`config.mk`:
```
export PLATFORM = sky130hd
export DESIGN_NAME = regfile_wb_unit
export DESIGN_NICKNAME = d
export VERILOG_FILES = /design/src/rtl/regfile_wb_unit.sv
export SDC_FILE = /design/constraint.sdc
export NUM_CORES = 1
export LEC_CHECK = 0
export ABC_AREA = 1
export BUFFER_PORTS_ARGS = -buffer_cell sky130_fd_sc_hd__buf_2
export CORE_ASPECT_RATIO = 0.7
export CORE_UTILIZATION = 50
export DETAILED_ROUTE_END_ITERATION = 10
export PLACE_DENSITY = 0.8
export SETUP_SLACK_MARGIN = 0.05
export SLEW_MARGIN = 5
export SYNTH_ARGS = -nofsm -noshare
export SYNTH_HDL_FRONTEND = slang
export SYNTH_SLANG_ARGS = --single-unit
```
`constraint.sdc`:
```
create_clock -name clk -period 3.04 [get_ports clk]
set_clock_uncertainty 0.2 [all_clocks]
set_input_delay 0.152 -clock clk [delete_from_list [all_inputs] [get_ports clk]]
set_output_delay 0.152 -clock clk [all_outputs]
set_load 0.01 [all_outputs]
```
`src/rtl/regfile_wb_unit.sv`:
```
// Register-file write-side driver: merges never-stalling ALU results with
// FIFO-buffered cache load returns and tracks outstanding load destinations.
module regfile_wb_unit #(
  parameter int bit_size = 32,
  parameter int DEPTH    = 4,
  parameter int PTR_W    = 2
) (
  input  logic                clk,
  input  logic                rst,
  input  logic                alu_valid,
  input  logic [4:0]          alu_addr,
  input  logic [bit_size-1:0] alu_data,
  input  logic                ld_issue,
  input  logic [4:0]          ld_issue_addr,
  input  logic                mem_valid,
  output logic                mem_ready,
  input  logic [4:0]          mem_addr,
  input  logic [bit_size-1:0] mem_data,
  output logic                RegWrite,
  output logic [4:0]          Write_addr,
  output logic [bit_size-1:0] Write_data,
  output logic [31:0]         busy_mask
);

  localparam logic [PTR_W:0] FULL_CNT = (PTR_W + 1)'(DEPTH);

  logic [4:0]          fifo_addr_q [DEPTH];
  logic [bit_size-1:0] fifo_data_q [DEPTH];

  logic [PTR_W-1:0]    wr_ptr_q, wr_ptr_d;
  logic [PTR_W-1:0]    rd_ptr_q, rd_ptr_d;
  logic [PTR_W:0]      count_q, count_d;

  logic                reg_write_q, reg_write_d;
  logic [4:0]          write_addr_q, write_addr_d;
  logic [bit_size-1:0] write_data_q, write_data_d;
  logic [31:0]         busy_q, busy_d;

  logic                push;
  logic                pop;
  logic                fifo_empty;
  logic [4:0]          head_addr;
  logic [bit_size-1:0] head_data;

  // Ready depends on occupancy only, so a same-cycle pop never frees a slot.
  assign mem_ready  = rst && (count_q != FULL_CNT);
  assign fifo_empty = (count_q == '0);
  assign push       = mem_valid && mem_ready;
  assign pop        = !fifo_empty && !alu_valid;
  assign head_addr  = fifo_addr_q[rd_ptr_q];
  assign head_data  = fifo_data_q[rd_ptr_q];

  always_comb begin
    // NOTE: every always_comb output gets a default first so no path can infer a latch.
    reg_write_d  = 1'b0;
    write_addr_d = write_addr_q;
    write_data_d = write_data_q;
    if (alu_valid) begin
      reg_write_d  = (alu_addr != 5'd0);
      write_addr_d = alu_addr;
      write_data_d = alu_data;
    end else if (!fifo_empty) begin
      reg_write_d  = (head_addr != 5'd0);
      write_addr_d = head_addr;
      write_data_d = head_data;
    end
  end

  always_comb begin
    busy_d = busy_q;
    if (pop) begin
      busy_d[head_addr] = 1'b0;
    end
    // A new load to the same register is outstanding again, so set beats clear.
    if (ld_issue) begin
      busy_d[ld_issue_addr] = 1'b1;
    end
    busy_d[0] = 1'b0;
  end

  always_comb begin
    wr_ptr_d = push ? wr_ptr_q + PTR_W'(1) : wr_ptr_q;
    rd_ptr_d = pop  ? rd_ptr_q + PTR_W'(1) : rd_ptr_q;
    unique case ({push, pop})
      2'b10:   count_d = count_q + (PTR_W + 1)'(1);
      2'b01:   count_d = count_q - (PTR_W + 1)'(1);
      default: count_d = count_q;
    endcase
  end

  always_ff @(posedge clk) begin
    // NOTE: sequential state uses non-blocking assignments so all registers update from pre-edge values.
    if (!rst) begin
      wr_ptr_q     <= '0;
      rd_ptr_q     <= '0;
      count_q      <= '0;
      reg_write_q  <= 1'b0;
      write_addr_q <= '0;
      write_data_q <= '0;
      busy_q       <= '0;
    end else begin
      wr_ptr_q     <= wr_ptr_d;
      rd_ptr_q     <= rd_ptr_d;
      count_q      <= count_d;
      reg_write_q  <= reg_write_d;
      write_addr_q <= write_addr_d;
      write_data_q <= write_data_d;
      busy_q       <= busy_d;
    end
  end

  // NOTE: FIFO storage is not reset; count_q gates every read, so stale slots are never observed.
  always_ff @(posedge clk) begin
    if (push) begin
      fifo_addr_q[wr_ptr_q] <= mem_addr;
      fifo_data_q[wr_ptr_q] <= mem_data;
    end
  end

  assign RegWrite   = reg_write_q;
  assign Write_addr = write_addr_q;
  assign Write_data = write_data_q;
  assign busy_mask  = busy_q;

endmodule
```
==> metrics.csv, run 1 <==
stage,metric,value,unit
setup_path,element type at the critical path end,register,
cells_and_area,"top library cells by usage in the layout, fill and taps aside","nand2_1 (193), buf_2 (153), edfxtp_1 (148), dlygate4sd3_1 (89), o21ai_0 (87)",
sta,count of final setup violators,0,
synthesis,post-synth net total,941,
drt,DRT Wirelength,23200,um
placed_design,Final GP Congestion,0.872,
worst_hold_path,Min-Delay Path Class,input pin to register,
synthesis,Yosys warning total,0,
run,max_cap viols,0,
floorplanning,area of the die,18600,um2
drt,Max Used Layer,met4,
cells_and_area,utilization of the core after routing,66.5,%
sta,pins over their slew limit,0,
sta,final hold violations,0,
clock_network,CTS tree,yes,
drt,ANT nets after route,0,
placed_design,Post-Place Worst Slack,0.774,ns
global_routing,initial antenna violation count,1,
pwr,highest ir drop seen on vdd,0.496,mV
placed_design,number of placed instances with taps included,1203,
setup_path,worst reg2reg path endpoint,Write_data[31],
floorplanning,Die X-Extent,162,um
setup_path,most frequent cell on the critical path,dlygate4sd3_1,
drt,DR vias/cell,5.50,
synthesis,mean instance size in the synthesized netlist,10.6,um2
clock_network,Num CTS Buffers,21,
drt,Detailed Route Iter0 Violations,843,
synthesis,synthesis-stage register bit count,226,
floorplanning,initial standard-cell utilization of the core,51.8,%
pwr,standby leakage power,0.00442,uW
sta,Max Clk Rate,0.405,GHz
synthesis,synthesized area,9000,um2
placed_design,Placed Area,9990,um2
sta,worst path setup slack after routing,0.572,ns
setup_path,slowest cell on the critical path,dlygate4sd3_1,
setup_path,highest cell delay on the worst timing path,0.80,ns
sta,"Min Clock Period, post-route",2.47,ns
sta,slew of the pin with the lowest slew margin,1.17,ns
pwr,switching power as a share of total power,29.7,%
drt,drt wl/cell,17.4,um
drt,routed vias,7325,
setup_path,required time at the endpoint of the critical path,3.27,ns
cells_and_area,area added between synthesis and finish,28.3,%
sta,Final Cycle Share,81.2,%
pwr,internal portion of total power,5540,uW
worst_hold_path,worst hold path cell count,3,
pwr,pwr dens,682,nW/um2
global_routing,vias in the first global route,7331,
drt,number of remaining DRC errors,0,
global_routing,gr ovfl total,0,
cells_and_area,number of nets in the layout,1174,
cells_and_area,fill cell count,1243,
synthesis,Unique masters post-synth,30,
setup_path,worst-case register-to-register setup slack,0.79,ns
cells_and_area,most common library cell in the layout ignoring fill and taps,nand2_1,
clock_network,source-to-sink clock delay at the later pin of the worst-skew pair,0.50,ns
run_status,status,"finished, final reports clean",
pwr,net switching power of the design,2340,uW
sta,Worst slew margin,21.2,%
clock_network,clock-pin slew of the registers on the worst-case setup and hold paths,0.06,ns
global_routing,overall track demand over capacity in global routing,25.1,%
pwr,share of power burned in the clock network,32.0,%
setup_path,sequence of cells on the critical path,dlygate4sd3_1 > buf_2 > inv_1 > nor3_1 > dlygate4sd3_1 > nand2_1 > a21oi_1,
global_routing,global-route wire length before repair,36500,um
setup_path,"Data arrival, critical path",2.70,ns
floorplanning,die height,114,um
drt,drt pass-1 iters,6,
cells_and_area,Final Instance Area,11600,um2
pwr,Seq pwr share,46.0,%
clock_network,CTS sink count,226,
clock_network,root buf cell,clkbuf_16,
drt,Metal-1 WL,9680,um
placed_design,detailed-placement wirelength estimate,13300,um
setup_path,maximum fanout along the worst path,6,
cells_and_area,share of cells above drive strength 1,21.7,%
drt,met3 wirelength from detailed routing,1930,um
drt,total length of routed met2 wires,10900,um
pwr,total power draw,7880,uW
pwr,power share of the combinational group,22.0,%
setup_path,worst reg-to-reg path cell count,6,
cells_and_area,post-layout instance count excluding filler cells,1332,
floorplanning,I/O pin count,155,
floorplanning,number of standard-cell rows in the floorplan,40,
sta,unrepaired setup endpoints after global routing,false,
setup_path,WS Path Type,input pin to register,
synthesis,share of synthesized area occupied by flip-flops and latches,66.7,%
clock_network,maximum clock path buffer count,3,
floorplanning,Core Box Area,17400,um2
setup_path,Startpoint Class,input pin,
placed_design,Port Buf Inserts,153,
clock_network,number of levels the H-tree was split into,1,
global_routing,largest net degree at the start of global routing,65,
worst_hold_path,Hold Path End,Write_data[0],
synthesis,number of instances in the synthesized netlist,851,
worst_hold_path,worst hold start,alu_valid,
setup_path,Bufs and invs on worst path,4,
setup_path,top cell family by delay on the critical path,buffers and inverters,
[cells in the mapped netlist (all sizes together)]
| master | n | area (um2) |
|---|---|---|
| nand4 | 3 | 18.8 |
| a21oi | 44 | 231 |
| a31oi | 35 | 219 |
| nor3 | 12 | 60.1 |
| buf | 26 | 161 |
| edfxtp | 148 | 4440 |
| conb | 1 | 3.75 |
| o21ai | 104 | 521 |
| fa | 1 | 20.0 |
| o21bai | 1 | 7.51 |
| nand3 | 17 | 110 |
| clkbuf | 22 | 85.1 |
| nor2 | 86 | 375 |
| nand2 | 202 | 786 |
| o22ai | 34 | 213 |
| dfxtp | 78 | 1560 |
| ha | 5 | 62.6 |
| inv | 31 | 116 |
| and3 | 1 | 6.26 |
[per-layer routing]
metal / vias to the layer above / GRT usage, %
met5: - / 0
met4: 0 / 10.9
met3: 70 / 5.29
met2: 373 / 41.4
met1: 3433 / 32.1
li1: 3449 / -
[sequential cells by signal, summed over array words and instances, names as in the netlist, named ones only]
| register | cells |
|---|---|
| count_q | 3 |
| Write_addr | 5 |
| busy_mask | 31 |
| rd_ptr_q | 2 |
| RegWrite | 1 |
| fifo_data_q | 128 |
| wr_ptr_q | 2 |
| Write_data | 32 |
| fifo_addr_q | 20 |
[worst max-delay path by stage]
stage          cells after the start        startpoint                end
2_1_floorplan                      4        count_q[1]  fifo_addr_q[0][0]
3_5_place_dp                       9         alu_valid         count_q[2]
5_1_grt                            7  ld_issue_addr[1]      busy_mask[23]
6_report                           7  ld_issue_addr[0]       busy_mask[3]
3_3_place_gp                       9         alu_valid         count_q[2]
4_1_cts                            7  ld_issue_addr[1]       busy_mask[3]
[area by class of cell]
type / instances / area (um2) / area share [%]
Clock buffer: 34 / 639 / 5.54
Multi-Input combinational cell: 546 / 2670 / 23.1
Tap cell: 231 / 289 / 2.50
Inverter: 31 / 116 / 1.01
Clock inverter: 4 / 23.8 / 0.206
Antenna cell: 2 / 5.00 / 0.0433
Timing Repair Buffer: 258 / 1800 / 15.6
Sequential cell: 226 / 6010 / 52.0
[worst register-to-register path, stage by stage, from the launching register on]
cell     delay [ns]
dfxtp_2        0.39
inv_2          0.50
buf_4          0.50
o21ai_0        0.17
o22ai_1        0.16
nand2_1        0.11
a31oi_1        0.16
[per-stage QoR]
stage	hold slack [ns]	TNS [ns]
floorplan	0.0509	-13.91
global placement	0.166	0
detailed placement	0.168	0
CTS	0.0536	0
global route	0.0893	0
finish	0.0755	0
[kinds of logic after synthesis]
kind of cell	after synthesis	synth area share [%]
AO/OA/AOI/OAI	218	13.2
adder cells (fa/ha/maj)	6	0.917
buffers and inverters	79	4.03
flip-flops	226	66.7
other	1	0.0417
AND/OR/NAND/NOR	321	15.1
[power by group through the flow]
stage | clock network [uW] | registers [uW] | logic, uW
2_1_floorplan | 0 | 3740 | 1060
6_report | 2520 | 3630 | 1730
4_1_cts | 2540 | 3620 | 1700
5_1_grt | 2660 | 3640 | 1920
3_3_place_gp | 0 | 3670 | 1570
3_5_place_dp | 0 | 3680 | 1600
[timing repair]
item	in CTS	in global routing
gates resized for setup	0	0
hold buffers	89	0
endpoints found under the hold margin	221	0
setup endpoints to repair	0	0
buffers inserted	0	0
Note: power is estimated with default switching activity, not from simulation.
==> inputs of run 2 (changes only) <==
--- a/config.mk
+++ b/config.mk
@@ -8,7 +8,7 @@
 export ABC_AREA = 1
 export BUFFER_PORTS_ARGS = -buffer_cell sky130_fd_sc_hd__buf_2
 export CORE_ASPECT_RATIO = 0.7
-export CORE_UTILIZATION = 50
+export CORE_UTILIZATION = 52
 export DETAILED_ROUTE_END_ITERATION = 10
 export PLACE_DENSITY = 0.8
 export SETUP_SLACK_MARGIN = 0.05
==> constraint.sdc (replaced) <==
create_clock -name clk -period 2.45 [get_ports clk]
set_clock_uncertainty 0.2 [all_clocks]
set_input_delay 0.1225 -clock clk [delete_from_list [all_inputs] [get_ports clk]]
set_output_delay 0.1225 -clock clk [all_outputs]
set_load 0.01 [all_outputs]
==> run 2 against run 1 <==
Net effect:
- largest power group unchanged
- setup slack got worse by 0.42 ns
- worst hold slack improved by 0.057 ns
- sequential power up 25%
- critical endpoint unchanged
==> metrics.csv, run 2 (synthesis results as in run 1) <==
stage,metric,value,unit
run_status,status,"finished, final reports clean",
setup_path,WS Path Type,input pin to register,
clock_network,number of levels the H-tree was split into,1,
cells_and_area,post-layout instance count excluding filler cells,1382,
sta,count of final setup violators,0,
placed_design,number of placed instances with taps included,1210,
global_routing,gr ovfl total,0,
drt,number of remaining DRC errors,0,
global_routing,global-route wire length before repair,39700,um
worst_hold_path,Min-Delay Path Class,input pin to register,
floorplanning,Die X-Extent,159,um
floorplanning,I/O pin count,155,
sta,final hold violations,0,
cells_and_area,register with the most flip-flops,fifo_data_q,
sta,pins over their slew limit,0,
drt,ANT nets after route,0,
sta,slew of the pin with the lowest slew margin,0.624,ns
sta,smallest hold slack,0.133,ns
cells_and_area,area added between synthesis and finish,34.7,%
cells_and_area,"flip-flop count of the largest register, all copies and words added",128,
clock_network,maximum clock path buffer count,3,
floorplanning,initial standard-cell utilization of the core,54.1,%
pwr,pwr dens,842,nW/um2
setup_path,"Data arrival, critical path",2.53,ns
drt,Detailed Route Iter0 Violations,909,
clock_network,CTS sink count,226,
global_routing,vias in the first global route,7588,
sta,unrepaired setup endpoints after global routing,false,
drt,drt pass-1 iters,5,
setup_path,required time at the endpoint of the critical path,2.69,ns
clock_network,clock-pin slew of the registers on the worst-case setup and hold paths,0.07,ns
setup_path,maximum fanout along the worst path,5,
floorplanning,Core Box Area,16600,um2
clock_network,CTS tree,yes,
cells_and_area,number of diodes,0,
clock_network,source-to-sink clock delay at the later pin of the worst-skew pair,0.50,ns
drt,drt wl/cell,18.0,um
global_routing,overall track demand over capacity in global routing,28.2,%
sta,Max Clk Rate,0.436,GHz
worst_hold_path,worst hold start,alu_valid,
clock_network,root buf cell,clkbuf_16,
sta,Final Cycle Share,93.7,%
cells_and_area,"top library cells by usage in the layout, fill and taps aside","nand2_1 (193), buf_2 (153), edfxtp_1 (148), dlygate4sd3_1 (134), o21ai_0 (87)",
cells_and_area,most common library cell in the layout ignoring fill and taps,nand2_1,
setup_path,element type at the critical path end,register,
cells_and_area,share of cells above drive strength 1,22.1,%
drt,DR vias/cell,5.57,
placed_design,detailed-placement wirelength estimate,13900,um
drt,routed vias,7701,
sta,"Min Clock Period, post-route",2.30,ns
global_routing,largest net degree at the start of global routing,63,
setup_path,Startpoint Class,input pin,
pwr,standby leakage power,0.00466,uW
cells_and_area,Final Instance Area,12100,um2
placed_design,Final GP Congestion,0.851,
floorplanning,die height,112,um
run,max_cap viols,0,
placed_design,Placed Area,10100,um2
clock_network,Num CTS Buffers,21,
pwr,highest ir drop seen on vdd,0.547,mV
global_routing,initial antenna violation count,0,
setup_path,Setup crit start,ld_issue_addr[4],
placed_design,Port Buf Inserts,153,
sta,Worst slew margin,58.1,%
floorplanning,number of standard-cell rows in the floorplan,39,
cells_and_area,number of nets in the layout,1232,
drt,DRT Wirelength,24900,um
cells_and_area,fill cell count,1092,
floorplanning,area of the die,17900,um2
-- run 2: metrics by stage --
| step | total power, uW | util, % | setup slack [ns] | TNS, ns |
|---|---|---|---|---|
| floorplan | 5960 | - | -0.117 | -17.38 |
| global placement | 6520 | 60.4 | 0.286 | 0 |
| detailed placement | 6580 | 60.4 | 0.265 | 0 |
| CTS | 10100 | 72.8 | 0.0743 | 0 |
| global route | 10600 | 72.9 | 0.0553 | 0 |
| finish | 10200 | 72.9 | 0.154 | 0 |
-- run 2: critical path: stages --
cell	delay [ns]
dlygate4sd3_1	0.55
buf_2	0.15
nor3_1	0.26
dlygate4sd3_1	0.69
nand2_1	0.07
dlygate4sd3_1	0.55
a21oi_1	0.13
-- run 2: final cells by class --
| cell class | instances | area [um2] | area share [%] |
|---|---|---|---|
| clock buffer | 26 | 597 | 4.92 |
| clock inverter | 12 | 120 | 0.990 |
| inverter | 31 | 119 | 0.980 |
| multi-input combinational | 546 | 2670 | 22.0 |
| sequential | 226 | 6010 | 49.5 |
| tap | 225 | 282 | 2.32 |
| timing repair buffer | 316 | 2330 | 19.2 |
-- run 2: final timing paths --
path | to | slack [ns] | cells past startpoint
max | busy_mask[3] | 0.15 | 7
min | Write_data[0] | 0.13 | 5
max reg2reg | Write_data[11] | 0.16 | 7
min reg2reg | busy_mask[26] | 0.26 | 2
-- run 2: report_power, final --
group / switching [uW] / internal [uW]
Clock: 1430 / 1960
Combinational: 1470 / 832
Sequential: 171 / 4350
Total: 3070 / 7140
-- run 2: what timing repair did --
item	in CTS	in global routing
endpoints found under the hold margin	224	0
resized for setup	0	5
setup buffers	0	0
hold buffers	134	0
endpoints found under the setup margin	0	8
-- run 2: layer usage --
metal / GRT usage (%) / up-vias / wire, um
li1: - / 3571 / -
met1: 38.5 / 3636 / 10500
met2: 46.4 / 420 / 11700
met3: 4.36 / 74 / 1960
met4: 9.62 / 0 / 783
met5: 0 / - / 0
==> inputs of run 3 (changes only) <==
==> constraint.sdc (replaced) <==
create_clock -name clk -period 2.45 [get_ports clk]
set_clock_uncertainty 0.2 [all_clocks]
set_input_delay 0.3675 -clock clk [delete_from_list [all_inputs] [get_ports clk]]
set_output_delay 0.3675 -clock clk [all_outputs]
set_load 0.01 [all_outputs]
==> run 3 against run 2 <==
Net effect:
- die area unchanged
- critical path depth up 3
- total power down 3.4%
- critical path type is now register to register
- non-clock buffer count down 63
- sequential power down 1%
==> metrics.csv, run 3 (synthesis results as in run 1) <==
stage,metric,value,unit
run_status,status,"finished, final reports clean",
run,max_cap viols,0,
global_routing,GR met3 Demand/Resource,4.51,%
setup_path,maximum fanout along the worst path,6,
floorplanning,Core Box Area,16600,um2
drt,Detailed Route Iter0 Violations,807,
floorplanning,Die X-Extent,159,um
placed_design,Final GP Congestion,0.800,
pwr,Seq pwr share,45.4,%
pwr,standby leakage power,0.00440,uW
worst_hold_path,Min-Delay Path Class,input pin to register,
placed_design,Port Buf Inserts,153,
floorplanning,I/O pin count,155,
drt,DRT Wirelength,22200,um
floorplanning,number of standard-cell rows in the floorplan,39,
floorplanning,area of the die,17900,um2
clock_network,root buf cell,clkbuf_16,
worst_hold_path,worst hold path cell count,4,
pwr,share of power burned in the clock network,32.3,%
sta,slew of the pin with the lowest slew margin,0.505,ns
clock_network,source-to-sink clock delay at the later pin of the worst-skew pair,0.49,ns
cells_and_area,register with the most flip-flops,fifo_data_q,
drt,drt wl/cell,16.8,um
drt,routed vias,7189,
pwr,highest ir drop seen on vdd,0.453,mV
sta,final hold violations,0,
setup_path,WS Path Type,register to register,
sta,Worst slew margin,66.1,%
clock_network,CTS sink count,226,
setup_path,sequence of cells on the critical path,nor2_2 > a21oi_1 > nand2_1 > ha_1 > inv_1 > fa_1 > a21oi_1 > o21ai_0 > o21ai_0 > a21oi_1,
sta,"Min Clock Period, post-route",2.23,ns
pwr,switching power as a share of total power,29.7,%
clock_network,maximum clock path buffer count,3,
cells_and_area,area added between synthesis and finish,27.5,%
clock_network,Num CTS Buffers,21,
placed_design,Placed Area,10100,um2
setup_path,Setup crit start,count_q[0],
setup_path,critical path depth in cells,10,
global_routing,GRT met2 Usage,40.7,%
global_routing,global-route wire length before repair,35800,um
drt,number of remaining DRC errors,0,
setup_path,slowest cell on the critical path,fa_1,
drt,drt pass-1 iters,5,
setup_path,Startpoint Class,register,
global_routing,most congested layer reported by global routing,met2,
setup_path,"Data arrival, critical path",2.41,ns
cells_and_area,Final Instance Area,11500,um2
clock_network,Resized cells post-CTS,0,
global_routing,overall track demand over capacity in global routing,25.1,%
setup_path,worst reg2reg startpoint,count_q[0],
cells_and_area,"flip-flop count of the largest register, all copies and words added",128,
cells_and_area,number of nets in the layout,1169,
pwr,pwr dens,859,nW/um2
cells_and_area,share of cells above drive strength 1,23.0,%
sta,count of final setup violators,0,
floorplanning,initial standard-cell utilization of the core,54.1,%
cells_and_area,"top library cells by usage in the layout, fill and taps aside","nand2_1 (193), buf_2 (153), edfxtp_1 (148), o21ai_0 (87), dfxtp_1 (77)",
setup_path,element type at the critical path end,register,
setup_path,worst reg-to-reg path cell count,10,
global_routing,gr ovfl total,0,
clock_network,number of levels the H-tree was split into,1,
clock_network,CTS tree,yes,
sta,smallest hold slack,0.0767,ns
setup_path,highest cell delay on the worst timing path,0.37,ns
pwr,total power draw,9860,uW
setup_path,most frequent cell on the critical path,a21oi_1,
pwr,net switching power of the design,2930,uW
pwr,internal portion of total power,6930,uW
global_routing,largest net degree at the start of global routing,40,
setup_path,Bufs and invs on worst path,1,
setup_path,required time at the endpoint of the critical path,2.63,ns
sta,pins over their slew limit,0,
placed_design,detailed-placement wirelength estimate,13600,um
global_routing,initial antenna violation count,1,
clock_network,clock-pin slew of the registers on the worst-case setup and hold paths,0.07,ns
drt,ANT nets after route,0,
global_routing,vias in the first global route,6981,
setup_path,top cell family by delay on the critical path,compound AO/OA/AOI/OAI gates,
cells_and_area,fill cell count,1186,
sta,unrepaired setup endpoints after global routing,false,
worst_hold_path,worst hold start,ld_issue_addr[2],
global_routing,GR Layer Usage met1,34.6,%
pwr,power share of the combinational group,22.2,%
floorplanning,die height,112,um
drt,DR vias/cell,5.45,
cells_and_area,utilization of the core after routing,69.0,%
cells_and_area,most common library cell in the layout ignoring fill and taps,nand2_1,
sta,Final Cycle Share,91.2,%
sta,Max Clk Rate,0.448,GHz
-- run 3: cell types whose count changed in the layout (fill, tap and decap cells not counted), sizes merged --
| cell | change |
|---|---|
| clkbuf | -1 |
| dlygate4sd3 | -62 |
| clkinv | -4 |
| diode | +1 |
| buf | -1 |
| inv | +1 |
| clkinvlp | +2 |
-- run 3: what timing repair did --
item | in CTS | in global routing
hold buffers | 72 | 0
setup buffers | 0 | 0
endpoints found under the hold margin | 183 | 0
-- run 3: cell type report --
type | count | area, um2 | share of cell area [%]
Inverter | 31 | 116 | 1.01
Clock buffer | 25 | 551 | 4.80
Antenna cell | 1 | 2.50 | 0.0218
Tap cell | 225 | 282 | 2.45
Clock inverter | 11 | 119 | 1.04
Multi-Input combinational cell | 546 | 2670 | 23.2
Timing Repair Buffer | 253 | 1730 | 15.1
Sequential cell | 226 | 6010 | 52.3
-- run 3: power by group through the flow --
stage | sequential (uW) | clock (uW) | combinational (uW)
finish | 4480 | 3190 | 2190
global route | 4510 | 3410 | 2420
CTS | 4470 | 3230 | 2160
detailed placement | 4550 | 0 | 2050
global placement | 4540 | 0 | 2010
floorplan | 4630 | 0 | 1320
-- run 3: layer usage --
metal  vias up  wire [um]
met5         -          0
met4         0        536
met3        37       1620
met2       316      10300
met1      3389       9710
li1       3447          -
-- run 3: worst paths after layout --
| check | to | slack, ns |
|---|---|---|
| worst max-delay path | count_q[2] | 0.22 |
| worst min-delay path | busy_mask[2] | 0.08 |
| worst max register to register | count_q[2] | 0.22 |
| worst min register to register | busy_mask[28] | 0.26 |
-- run 3: per-stage QoR --
step	instances	setup WS [ns]	TNS (ns)
final	1318	0.216	0
after global routing	1318	0.0823	0
after CTS	1317	0.254	0
after detailed placement	1209	0.268	0
after global placement	1209	0.288	0
after floorplan	851	-0.117	-17.38
-- run 3: worst register-to-register path, cell delays in order, from the launching register on --
cell and delay (ns):
dfxtp_1 0.32, nor2_2 0.28, a21oi_1 0.13, nand2_1 0.12
ha_1 0.15, inv_1 0.07, fa_1 0.37, a21oi_1 0.15
o21ai_0 0.12, o21ai_0 0.16, a21oi_1 0.05
